==> src/rtl/vending_controller_pkg.sv <==
// Shared constants and state encoding for the vending machine controller.
// Coin and price tables are packed so index N matches coin bit / item bit N.
package vending_controller_pkg;
  localparam int kTotalBits  = 17;
  localparam int kNumCoins   = 3;
  localparam int kNumItems   = 4;
  localparam int kWaitTime   = 100;
  localparam int kMaxBalance = 100000;

  localparam logic [kNumCoins-1:0][kTotalBits-1:0] kCoinValue =
    {kTotalBits'(1000), kTotalBits'(500), kTotalBits'(100)};
  localparam logic [kNumItems-1:0][kTotalBits-1:0] kItemPrice =
    {kTotalBits'(2000), kTotalBits'(1000), kTotalBits'(500), kTotalBits'(400)};

  typedef enum logic [1:0] {
    IDLE   = 2'd0,
    CREDIT = 2'd1,
    RETURN = 2'd2
  } state_t;
endpackage

==> src/rtl/coin_value_sum.sv <==
// Combinational total value of a coin bit vector (one bit per coin type).
module coin_value_sum
  import vending_controller_pkg::*;
(
  input  logic [kNumCoins-1:0]  i_coin,
  output logic [kTotalBits-1:0] o_sum
);
  always_comb begin
    o_sum = '0;
    for (int i = 0; i < kNumCoins; i++)
      if (i_coin[i]) o_sum = o_sum + kCoinValue[i];
  end
endmodule

==> src/rtl/vending_controller.sv <==
// Vending sequencer: balance accumulation, item grants, inactivity timer and
// change-return handoff to the coin dispenser.
module vending_controller
  import vending_controller_pkg::*;
(
  input  logic                  clk,
  input  logic                  reset,
  input  logic [kNumCoins-1:0]  i_input_coin,
  input  logic [kNumItems-1:0]  i_select_item,
  input  logic                  i_trigger_return,
  input  logic [kNumCoins-1:0]  i_return_coin_fb,
  output logic [kTotalBits-1:0] o_balance,
  output logic                  o_trigger_return,
  output logic [kNumItems-1:0]  o_available_item,
  output logic [kNumItems-1:0]  o_output_item,
  output logic [kTotalBits-1:0] o_wait_time,
  output logic                  o_busy,
  output logic                  o_error
);
  localparam logic [kTotalBits-1:0] kWait = kTotalBits'(kWaitTime);
  localparam logic [kTotalBits:0]   kMax  = (kTotalBits+1)'(kMaxBalance);

  state_t                r_state;
  logic [kTotalBits-1:0] r_balance, r_wait;
  logic                  r_trig, r_busy, r_error;
  logic [kNumItems-1:0]  r_out_item;

  logic [kTotalBits-1:0] w_coin_sum, w_fb_sum, w_price, w_after_sel, w_next_bal, w_wait_dec;
  logic [kTotalBits:0]   w_bal_ext;
  logic [kNumItems-1:0]  w_sel_onehot;
  logic                  w_sel_hit, w_ret_entry, w_grant, w_accept;

  coin_value_sum u_coin_sum (.i_coin(i_input_coin),     .o_sum(w_coin_sum));
  coin_value_sum u_fb_sum   (.i_coin(i_return_coin_fb), .o_sum(w_fb_sum));

  // Descending scan so the lowest asserted index is the last (winning) write.
  always_comb begin
    w_sel_hit    = 1'b0;
    w_sel_onehot = '0;
    w_price      = '0;
    for (int i = kNumItems-1; i >= 0; i--)
      if (i_select_item[i]) begin
        w_sel_hit       = 1'b1;
        w_sel_onehot    = '0;
        w_sel_onehot[i] = 1'b1;
        w_price         = kItemPrice[i];
      end
  end

  // Return entry freezes the balance: coins and selects that cycle are dropped.
  assign w_ret_entry = (r_state == CREDIT) && (i_trigger_return || (r_wait == '0));
  assign w_grant     = (r_state == CREDIT) && !w_ret_entry && w_sel_hit && (w_price <= r_balance);
  assign w_after_sel = r_balance - (w_grant ? w_price : '0);
  assign w_bal_ext   = {1'b0, w_after_sel} + {1'b0, w_coin_sum};
  assign w_accept    = (r_state != RETURN) && !w_ret_entry && (|i_input_coin) && (w_bal_ext <= kMax);
  assign w_next_bal  = w_accept ? w_bal_ext[kTotalBits-1:0] : w_after_sel;
  assign w_wait_dec  = (r_wait == '0) ? '0 : r_wait - 1'b1;

  always_comb begin
    o_available_item = '0;
    for (int i = 0; i < kNumItems; i++)
      o_available_item[i] = (r_state == CREDIT) && (kItemPrice[i] <= r_balance);
  end

  always_ff @(posedge clk or posedge reset) begin
    if (reset) begin
      r_state    <= IDLE;
      r_balance  <= '0;
      r_wait     <= kWait;
      r_trig     <= 1'b0;
      r_out_item <= '0;
      r_busy     <= 1'b0;
      r_error    <= 1'b0;
    end else begin
      case (r_state)
        RETURN: begin
          r_trig     <= 1'b0;
          r_out_item <= '0;
          if (w_fb_sum > r_balance) begin
            r_balance <= '0;
            r_error   <= 1'b1;
          end else begin
            r_balance <= r_balance - w_fb_sum;
          end
          if (r_balance == '0) begin
            r_state <= IDLE;
            r_busy  <= 1'b0;
            r_wait  <= kWait;
          end
        end
        default: begin
          if (w_ret_entry) begin
            r_state    <= RETURN;
            r_busy     <= 1'b1;
            r_trig     <= 1'b1;
            r_out_item <= '0;
          end else begin
            r_trig     <= 1'b0;
            r_balance  <= w_next_bal;
            r_out_item <= w_grant ? w_sel_onehot : '0;
            if (w_next_bal == '0) begin
              r_state <= IDLE;
              r_wait  <= kWait;
            end else begin
              r_state <= CREDIT;
              r_wait  <= (w_accept || w_grant || r_state != CREDIT) ? kWait : w_wait_dec;
            end
          end
        end
      endcase
    end
  end

  assign o_balance        = r_balance;
  assign o_trigger_return = r_trig;
  assign o_output_item    = r_out_item;
  assign o_wait_time      = r_wait;
  assign o_busy           = r_busy;
  assign o_error          = r_error;
endmodule

==> config.mk <==
export PLATFORM = sky130hd
export DESIGN_NAME = vending_controller
export DESIGN_NICKNAME = d
export VERILOG_FILES = /design/src/rtl/vending_controller_pkg.sv /design/src/rtl/coin_value_sum.sv /design/src/rtl/vending_controller.sv
export SDC_FILE = /design/constraint.sdc
export NUM_CORES = 1
export LEC_CHECK = 0
export BUFFER_PORTS_ARGS = -buffer_cell sky130_fd_sc_hd__buf_2
export CORE_AREA = 2 2 114 83
export DETAILED_ROUTE_END_ITERATION = 8
export DIE_AREA = 0 0 116 85
export GPL_ROUTABILITY_DRIVEN = 0
export PLACE_DENSITY = 0.85
export SYNTH_ARGS = -nofsm -noshare
export SYNTH_HDL_FRONTEND = slang
export SYNTH_SLANG_ARGS = --single-unit
==> constraint.sdc <==
create_clock -name clk -period 9.21 [get_ports clk]
set_input_delay 1.842 -clock clk [delete_from_list [all_inputs] [get_ports clk]]
set_output_delay 1.842 -clock clk [all_outputs]
set_load 0.02 [all_outputs]
==> flow_summary.yaml <==
grt:
  use_met3: 0.0564
  gr-usage-all-layers: 0.268
  antenna_found_initial: 0
  grt_pass1_wl_um: 21300
  grt_pass1_vias: 4356
  gr-usage-met1: 0.391
  top_usage_layer: "met2"
  overflow: 0
  grt_max_degree: 42
  use_met2: 0.402
min_path:
  hold_path_startpoint: "o_error"
  hold_depth: 1
  hold_class: "reg -> reg"
  min_to: "o_error"
placed_design:
  io_buffers: 55
  hpwl_um: 9950
  post_dp_cell_area_mm2: 0.00505
layout:
  drive_gt1_frac: 0.146
  antenna_cells: 0
  synthToLayoutAreaGrowth_pct: 11.8
  fill_cells: 779
  multi_input_area_mm2: 0.00337
  seqCellArea_mm2: 0.00103
  final_area_mm2: 0.00523
  num-nets-final: 699
logic_synthesis:
  ys_ff_latch: 41
  synthTopCellsByArea: "dfrtp_1 (20%), ha_1 (13%), xnor2_1 (4.1%), inv_1 (3.7%), a21oi_1 (3.6%)"
  syn-cell-area_mm2: 0.00468
  synth_area_per_cell_um2: 8.00
  synth_warnings: 0
  yosysTopAreaCell: "dfrtp_1"
  synth_edf_count: 0
  yosys.area.top_type_share: 0.203
  yosysUniqueCellTypes: 69
  async_flop_share: 1.00
  synth_ff_type: "dfrtp_1"
  syn_inst: 585
  synth-seq-area-share: 0.220
route:
  drtIter0Drc: 496
  wirelength_um: 13000
  vias: 4746
  firstDrtPassIters: 6
  wl_per_cell_um: 17.1
  post_drt_via_cell_ratio: 6.24
  drtAntennaViolNets: 0
  drc: 0
setup_path:
  regToRegEndpoint: "o_balance[12]"
  crit_required_ns: 9.38
  crit_fanout: 11
  path_class: "in -> reg"
  cpMaxStageDelayCell: "or4_1"
  arrival_ns: 8.93
  cpPeakStageDelay_ns: 0.45
  r2r_cells: 33
  end_kind: "register"
  r2r_slack_ns: 1.63
  reg2reg_from: "o_balance[3]"
  critPathMostFrequentCell: "o21a_1"
  start_kind: "primary input"
sta:
  period_share: 0.951
  relSlewSlack: 0.386
  tightestPinTransition_ns: 0.914
  setup_tns_ns: 0
  rsz0062_at_grt: "no"
  setup_viol: 0
  hold_viol_final: 0
  period_needed_ns: 8.76
  clock_skew_ns: 0.00890
  clock.fmax_ghz: 0.114
  slew_viol_final: 0
cts:
  cts_buffers: 5
  htree_levels: 2
  clock_sinks: 41
  clk_pin_slew_ns: 0.06
  clk_latency_ns: 0.30
  cts_tree: "built"
  cts_root_buf: "clkbuf_16"
  clk_path_buf_depth: 2
  ctsHoldBuffers: 0
floorplan:
  die_w_um: 116
  start_util: 0.533
  dieArea_mm2: 0.00986
  core_mm2: 0.00878
  num_rows: 29
  io_pins: 58
  die_h_um: 85
run_status:
  status: "completed"
run:
  cap_viol_max_count: 0
cell type report:
class	instances	area share
Inverter	46	0.0330
Clock inverter	1	0.00143
Tap cell	124	0.0297
Clock buffer	7	0.0273
Multi-Input combinational cell	475	0.643
Timing Repair Buffer	66	0.0684
Sequential cell	41	0.197
cells in the final DEF (no fill, tap or decap), types with 8 or more instances in the layout:
master    count
o21a_1       11
mux2i_1      13
dfrtp_1      38
or4_1        10
xor2_1       10
o21ai_0      32
o211ai_1     11
xnor2_1      22
inv_1        46
buf_2        55
o21ai_1      14
a21oi_1      34
buf_4        11
nor4_1       13
nor2_1       40
nand2b_1     13
or3_1         8
nand3_1      17
nand4_1       8
nand2_1      42
nor2b_1      10
nor3_1       22
ha_1         48
through the flow:
step,hold slack (ns),worst slack [ns],cells,utilization
after floorplan,0.517,1.10,586,-
after global placement,0.460,0.613,748,0.575
after detailed placement,0.458,0.210,748,0.575
after CTS,0.498,0.494,756,0.592
after global routing,0.522,0.0169,760,0.596
final,0.490,0.449,760,0.596
worst max path at each step:
| stage | depth (start not counted) | slack (ns) | start | to |
|---|---|---|---|---|
| detailed placement | 33 | 0.21 | i_select_item[0] | o_wait_time[8] |
| finish | 35 | 0.45 | i_select_item[1] | o_balance[12] |
| global route | 35 | 0.02 | i_select_item[1] | r_state[0] |
| global placement | 33 | 0.61 | i_select_item[0] | o_balance[11] |
| CTS | 33 | 0.49 | i_select_item[0] | o_balance[11] |
| floorplan | 33 | 1.10 | i_select_item[0] | o_balance[8] |
synth_stat cells, types with 14 or more instances:
cell and instances:
a21oi_1 34, nor3_1 22, o21ai_0 33, nor2_1 40
xnor2_1 22, nand3_1 17, dfrtp_1 38, clkbuf_1 16
inv_1 46, ha_1 48, nand2_1 42, nor4_1 14
routing by layer:
metal / vias up / routed length [um]
met5: - / 0
met3: 37 / 1280
li1: 2238 / -
met1: 2208 / 5960
met4: 0 / 246
met2: 263 / 5490
repair_timing:
item,in CTS,in global routing
setup buffers,0,4
setup endpoints to repair,0,8
gates resized for setup,0,1
registers in the layout, summed over array words and instances (netlist names):
signal	flops
o_wait_time	17
o_balance	15
o_output_item	4
r_state	2
o_busy	1
o_error	1
o_trigger_return	1
logic make-up after synthesis:
logic type | count (synthesis) | synth area share
AND/OR/NAND/NOR | 206 | 0.228
AO/OA/AOI/OAI | 168 | 0.252
buffers and inverters | 70 | 0.0631
adder cells (fa/ha/maj) | 51 | 0.141
flip-flops | 41 | 0.220
XOR/XNOR | 32 | 0.0599
multiplexers | 16 | 0.0350
other | 1 | 0.000802
critical path: cells and delay by family:
family / cells / cell delay [ns]
AOI/OAI and AO/OA: 18 / 3.65
buffers and inverters: 3 / 0.50
xor gates and xnor gates: 1 / 0.19
adders and majority gates: 3 / 0.93
and+or+nand+nor: 10 / 1.84
Power is left out: the tool's default activity adds up to more than one toggle a clock period on the data nets, which glitch-free logic cannot reach.
